**config.mk**
```make
export PLATFORM = sky130hd
export DESIGN_NAME = mbu_bank_select
export DESIGN_NICKNAME = d
export VERILOG_FILES = /design/src/rtl/mbu_bank_select.sv
export SDC_FILE = /design/constraint.sdc
export NUM_CORES = 1
export LEC_CHECK = 0
export ABC_AREA = 1
export BUFFER_PORTS_ARGS = -buffer_cell sky130_fd_sc_hd__buf_2
export CAP_MARGIN = 20
export CORE_ASPECT_RATIO = 2
export CORE_MARGIN = 2
export CORE_UTILIZATION = 47
export DETAILED_ROUTE_END_ITERATION = 8
export GPL_TIMING_DRIVEN = 0
export PLACE_DENSITY = 0.75
export SLEW_MARGIN = 10
export SYNTH_ARGS = -nofsm -noshare
export SYNTH_HDL_FRONTEND = slang
export SYNTH_SLANG_ARGS = --single-unit
```
**constraint.sdc**
```tcl
create_clock -name clk -period 1.8 [get_ports clk]
set_input_delay 0.27 -clock clk [delete_from_list [all_inputs] [get_ports clk]]
set_output_delay 0.27 -clock clk [all_outputs]
set_load 0.05 [all_outputs]
```
**src/rtl/mbu_bank_select.sv**
```systemverilog
// -----------------------------------------------------------------------------
// mbu_bank_select
//
// Memory Banking Unit. Holds the four bank registers MB0-MB3 and produces the
// registered 8-bit extended address (aext) that feeds the upper byte of the
// Address Register.
//
// Bank choice:
//   - bank_sel picks Program (MB0), Data (MB1), Stack (MB2) or MB3.
//   - A page-zero access (top P0_BITS of addr all zero) always uses MB3.
//   - With banking disabled (control bit 0 clear), aext is forced to zero.
//
// A write to MB0 does not take effect immediately. The value is parked in a
// pending register until the next instruction fetch (fetch_commit). This lets
// a far jump load the new program bank and branch without executing from a
// half-switched address space.
//
// Register map on raddr (all registers are 8 bits wide, read back zero-extended):
//   5'b00011  control   bit0 = banking enable; bits 7:1 read as 0
//   5'b00100  MB0       reads the pending value while a commit is outstanding
//   5'b00101  MB1
//   5'b00110  MB2
//   5'b00111  MB3
//   Any other raddr is ignored on writes and does not drive the bus on reads.
//
// Ports:
//   clk, reset      rising-edge clock, synchronous active-high reset
//   raddr           register address
//   wen / ren       write / read strobes (single-cycle qualifiers, no stall)
//   ibus_in         write data, low byte used
//   ibus_out        read data {8'h00, reg}, zero when not driving
//   ibus_oe         high while ibus_out carries a decoded register
//   bank_sel        microcode bank selector
//   addr            address being loaded into AR
//   fetch_commit    one-cycle pulse at instruction fetch
//   aext            registered extended address
//   mb0_pending     a deferred MB0 write is waiting for fetch_commit
// -----------------------------------------------------------------------------
module mbu_bank_select #(
    parameter int   P0_BITS  = 6,
    parameter logic RESET_EN = 1'b0
) (
    input  logic        clk,
    input  logic        reset,
    input  logic [4:0]  raddr,
    input  logic        wen,
    input  logic        ren,
    input  logic [15:0] ibus_in,
    output logic [15:0] ibus_out,
    output logic        ibus_oe,
    input  logic [1:0]  bank_sel,
    input  logic [15:0] addr,
    input  logic        fetch_commit,
    output logic [7:0]  aext,
    output logic        mb0_pending
);

    localparam logic [4:0] RA_CTRL = 5'b00011;
    localparam logic [4:0] RA_MB0  = 5'b00100;
    localparam logic [4:0] RA_MB1  = 5'b00101;
    localparam logic [4:0] RA_MB2  = 5'b00110;
    localparam logic [4:0] RA_MB3  = 5'b00111;

    logic [7:0] mb [0:3];
    logic [7:0] pmb0;
    logic       pending;
    logic       en;

    logic       page_zero;
    logic [1:0] bank_idx;
    logic [7:0] rd_byte;
    logic       rd_hit;

    // Only the low byte of the bus and the high address bits matter here.
    logic unused_bits;
    assign unused_bits = ^{ibus_in[15:8], addr[15-P0_BITS:0]};

    assign page_zero   = (addr[15 -: P0_BITS] == '0);
    assign bank_idx    = page_zero ? 2'd3 : bank_sel;
    assign mb0_pending = pending;

    // -------------------------------------------------------------------------
    // Register state and the extended-address pipeline stage
    // -------------------------------------------------------------------------
    always_ff @(posedge clk) begin
        if (reset) begin
            mb[0]   <= 8'h00;
            mb[1]   <= 8'h00;
            mb[2]   <= 8'h00;
            mb[3]   <= 8'h00;
            pmb0    <= 8'h00;
            pending <= 1'b0;
            en      <= RESET_EN;
            aext    <= 8'h00;
        end else begin
            // Commit first; a same-edge MB0 write below overrides pending and
            // pmb0, so the commit uses the value parked before this edge and
            // the new write stays outstanding.
            if (fetch_commit && pending) begin
                mb[0]   <= pmb0;
                pending <= 1'b0;
            end

            if (wen) begin
                case (raddr)
                    RA_CTRL: en <= ibus_in[0];
                    RA_MB0: begin
                        pmb0    <= ibus_in[7:0];
                        pending <= 1'b1;
                    end
                    RA_MB1:  mb[1] <= ibus_in[7:0];
                    RA_MB2:  mb[2] <= ibus_in[7:0];
                    RA_MB3:  mb[3] <= ibus_in[7:0];
                    default: ;
                endcase
            end

            // Samples pre-edge register contents, so any write shows up on
            // aext one edge after it lands.
            aext <= en ? mb[bank_idx] : 8'h00;
        end
    end

    // -------------------------------------------------------------------------
    // Combinational readback
    // -------------------------------------------------------------------------
    always_comb begin
        rd_byte = 8'h00;
        rd_hit  = 1'b0;
        case (raddr)
            RA_CTRL: begin
                rd_byte = {7'b0, en};
                rd_hit  = 1'b1;
            end
            RA_MB0: begin
                rd_byte = pending ? pmb0 : mb[0];
                rd_hit  = 1'b1;
            end
            RA_MB1: begin
                rd_byte = mb[1];
                rd_hit  = 1'b1;
            end
            RA_MB2: begin
                rd_byte = mb[2];
                rd_hit  = 1'b1;
            end
            RA_MB3: begin
                rd_byte = mb[3];
                rd_hit  = 1'b1;
            end
            default: ;
        endcase
    end

    always_comb begin
        ibus_oe  = ren && rd_hit;
        ibus_out = ibus_oe ? {8'h00, rd_byte} : 16'h0000;
    end

endmodule
```
==> run_results.csv <==
group,metric,value,unit
finish,final_cell_mix,"nor2_1 (55), inv_1 (50), nand2_1 (41)",
placed_design,gp_congestion,0.859,
sta,setup_viol,2,
clock_tree,cts_tree,"yes",
finish,fillCellCount,471,
sta,max_freq,0.539,GHz
detailed_routing,num_vias,2414,
grt,antenna_found_initial,0,
floorplanning,core,0.00537,sq mm
floorplanning,design.die.area,0.00618,sq mm
synth,yosys_warnings,0,
floorplanning,ioPinCount,70,
synth,syn-cell-area,0.00260,sq mm
synth,synth-seq-cells,50,
hold_path,hold_depth,2,
synth,synth_cell_types,21,
sta,tns,-0.0574,ns
worst_setup_path,path_max_fanout,6,
sta,rsz0062_at_grt,"true",
worst_setup_path,critical_path_class,"register to output port",
worst_setup_path,crit_path_start_kind,"register",
clock_tree,cts-root-buf,"clkbuf_8",
hold_path,whs_endpoint,"mb0_pending",
clock_tree,clk_pin_slew,0.09,ns
sta,fin_crit_sh,103,%
grt,grt.overflow.total,0,
synth,yosysSeqAreaShare,50.8,%
power,ir_worst_vdd,0.773,mV
finish,syn_to_final_growth,32.2,%
synth,postSynthCellCount,333,
finish,antennaDiodeCount,0,
hold_path,hold_path.class,"input port to register",
job,max_cap_viol_count,0,
floorplanning,rows,38,
sta,whs,0.106,ns
detailed_routing,totalWireLength,7170,microns
detailed_routing,avgRoutedWirePerCell,15.7,microns
floorplanning,die_w,56.6,microns
clock_tree,clock_sinks,50,
clock_tree,cts_buffer_depth,2,
synth,yosysTopAreaCell,"edfxtp_1",
grt,grt_usage,23.3,%
grt,grt_start_max_net_pins,17,
hold_path,hold_start,"reset",
clock_tree,cts-htree-levels,2,
worst_setup_path,r2r_cells,3,
synth,synth_area_per_cell,7.81,sq um
sta,fin_crit,1.86,ns
run_status,violations,"setup timing",
power,p_per_area,701,mW/mm^2
sta,drv_slew,0,
detailed_routing,viasPerCell,5.27,
sta,tightest_slew,0.756,ns
worst_setup_path,required,1.53,ns
synth,yosys-top-cells-area,"edfxtp_1 (37%), dfxtp_1 (14%), nor2_1 (10%)",
worst_setup_path,r2r_start,"mb0_pending",
finish,fin_nets,441,
clock_tree,insertion_delay,0.31,ns
worst_setup_path,timing.rr.end,"mb[0][4]",
finish,multi_input_area,0.00122,sq mm
detailed_routing,ant_nets,0,
placed_design,portBuffers,42,
grt,grt_pass1_vias,2279,
placed_design,dp_hpwl,5290,microns
detailed_routing,drc,0,
power,p_leak,0.00152,uW
worst_setup_path,cp-end-kind,"output port",
floorplanning,die_h,109,microns
finish,seq_area,0.00133,sq mm
sta,slew_headroom,49.3,%
grt,grt_first_pass_wirelength,10600,microns
worst_setup_path,reg2reg_slack,0.31,ns
sta,setup_ws,-0.0568,ns
detailed_routing,drtPass1Iterations,4,
finish,layout-drive-gt1-share,32.4,%
worst_setup_path,arrival,1.59,ns
sta,hold_viol_final,0,
floorplanning,start_util,48.4,%
finish,final_common_cell,"nor2_1",
synth,synth_top_area_share,36.9,%
clock_tree,cts_made_buffers,5,
clock_tree,holdBufCountCts,0,
detailed_routing,drt_iter0_markers,88,
run_status,outcome,"finished with violations",
sta,fin_skew,0.00413,ns
-- state kept, by name, summed over array words and instances, names as in the netlist --
register     flops
aext             8
en               1
mb              32
mb0_pending      1
pmb0             8
-- power breakdown --
part	total, uW	switching [uW]	internal, uW
Combinational	326	227	98.7
Sequential	1280	20.5	1260
Clock	809	393	417
-- layout make-up --
cell class / instances / area share, %
inverters: 54 / 6.15
plain buffers: 16 / 3.86
clock inverters: 3 / 1.27
clock buffers: 5 / 2.00
multi-input cells: 220 / 35.4
flip-flops and latches: 50 / 38.5
well taps: 60 / 2.18
repair buffers: 50 / 10.6
-- Yosys cell counts, drive strengths merged --
master and number:
inv 54, nand3 33, buf 14, dfxtp 18, o21ai 36, clkbuf 2, edfxtp 32, nand4 4
conb 1, nor2 72, a21oi 19, nand2 47, nor3 1
-- kinds of logic (layout without fill, tap and decap cells) --
| family | after synthesis | count (layout) | synth area share, % |
|---|---|---|---|
| AO/OA/AOI/OAI | 55 | 55 | 10.6 |
| buffers and inverters | 70 | 128 | 12.0 |
| flip-flops | 50 | 50 | 50.8 |
| other | 1 | 8 | 0.144 |
| AND/OR/NAND/NOR | 157 | 157 | 26.5 |
-- worst max-delay path: stages, from the launching register on --
cell and delay, ns:
dfxtp_4 0.38, inv_6 0.05, clkbuf_16 0.15, o21ai_2 0.17
nand3_2 0.10, o21ai_2 0.11, nor2_2 0.07, nor2_4 0.09
buf_8 0.15
-- through the flow --
stage	instance area [sq um]	total power [uW]	cells	setup slack (ns)	utilization, %
after floorplan	2700	1500	340	0.0201	-
after global placement	2980	1580	442	-0.492	55.5
after detailed placement	2990	1590	443	-0.426	55.7
after CTS	3290	2390	454	-0.0118	61.2
after global routing	3440	2480	458	-0.0841	64.0
final	3440	2410	458	-0.0568	64.0
-- worst max-delay path by stage --
stage	startpoint	end	cells after the start
3_5_place_dp	raddr[0]	mb[3][5]	5
4_1_cts	mb0_pending	ibus_out[5]	8
6_report	mb0_pending	ibus_out[5]	8
5_1_grt	mb0_pending	ibus_out[5]	8
2_1_floorplan	raddr[3]	mb[2][0]	6
3_3_place_gp	raddr[3]	mb[2][4]	7
-- routing by layer --
metal / wire (microns) / global-route usage (%)
met5: 0 / 0
met4: 495 / 16.0
met2: 3940 / 43.5
met1: 2500 / 22.7
met3: 245 / 3.56
-- repair_timing --
item | in CTS | in global routing
cloned | 1 | 0
setup buffers | 2 | 4
pin swaps | 9 | 11
setup endpoints to repair | 25 | 14
resized for setup | 56 | 29
No activity file was read; power rests on OpenSTA's default activity.
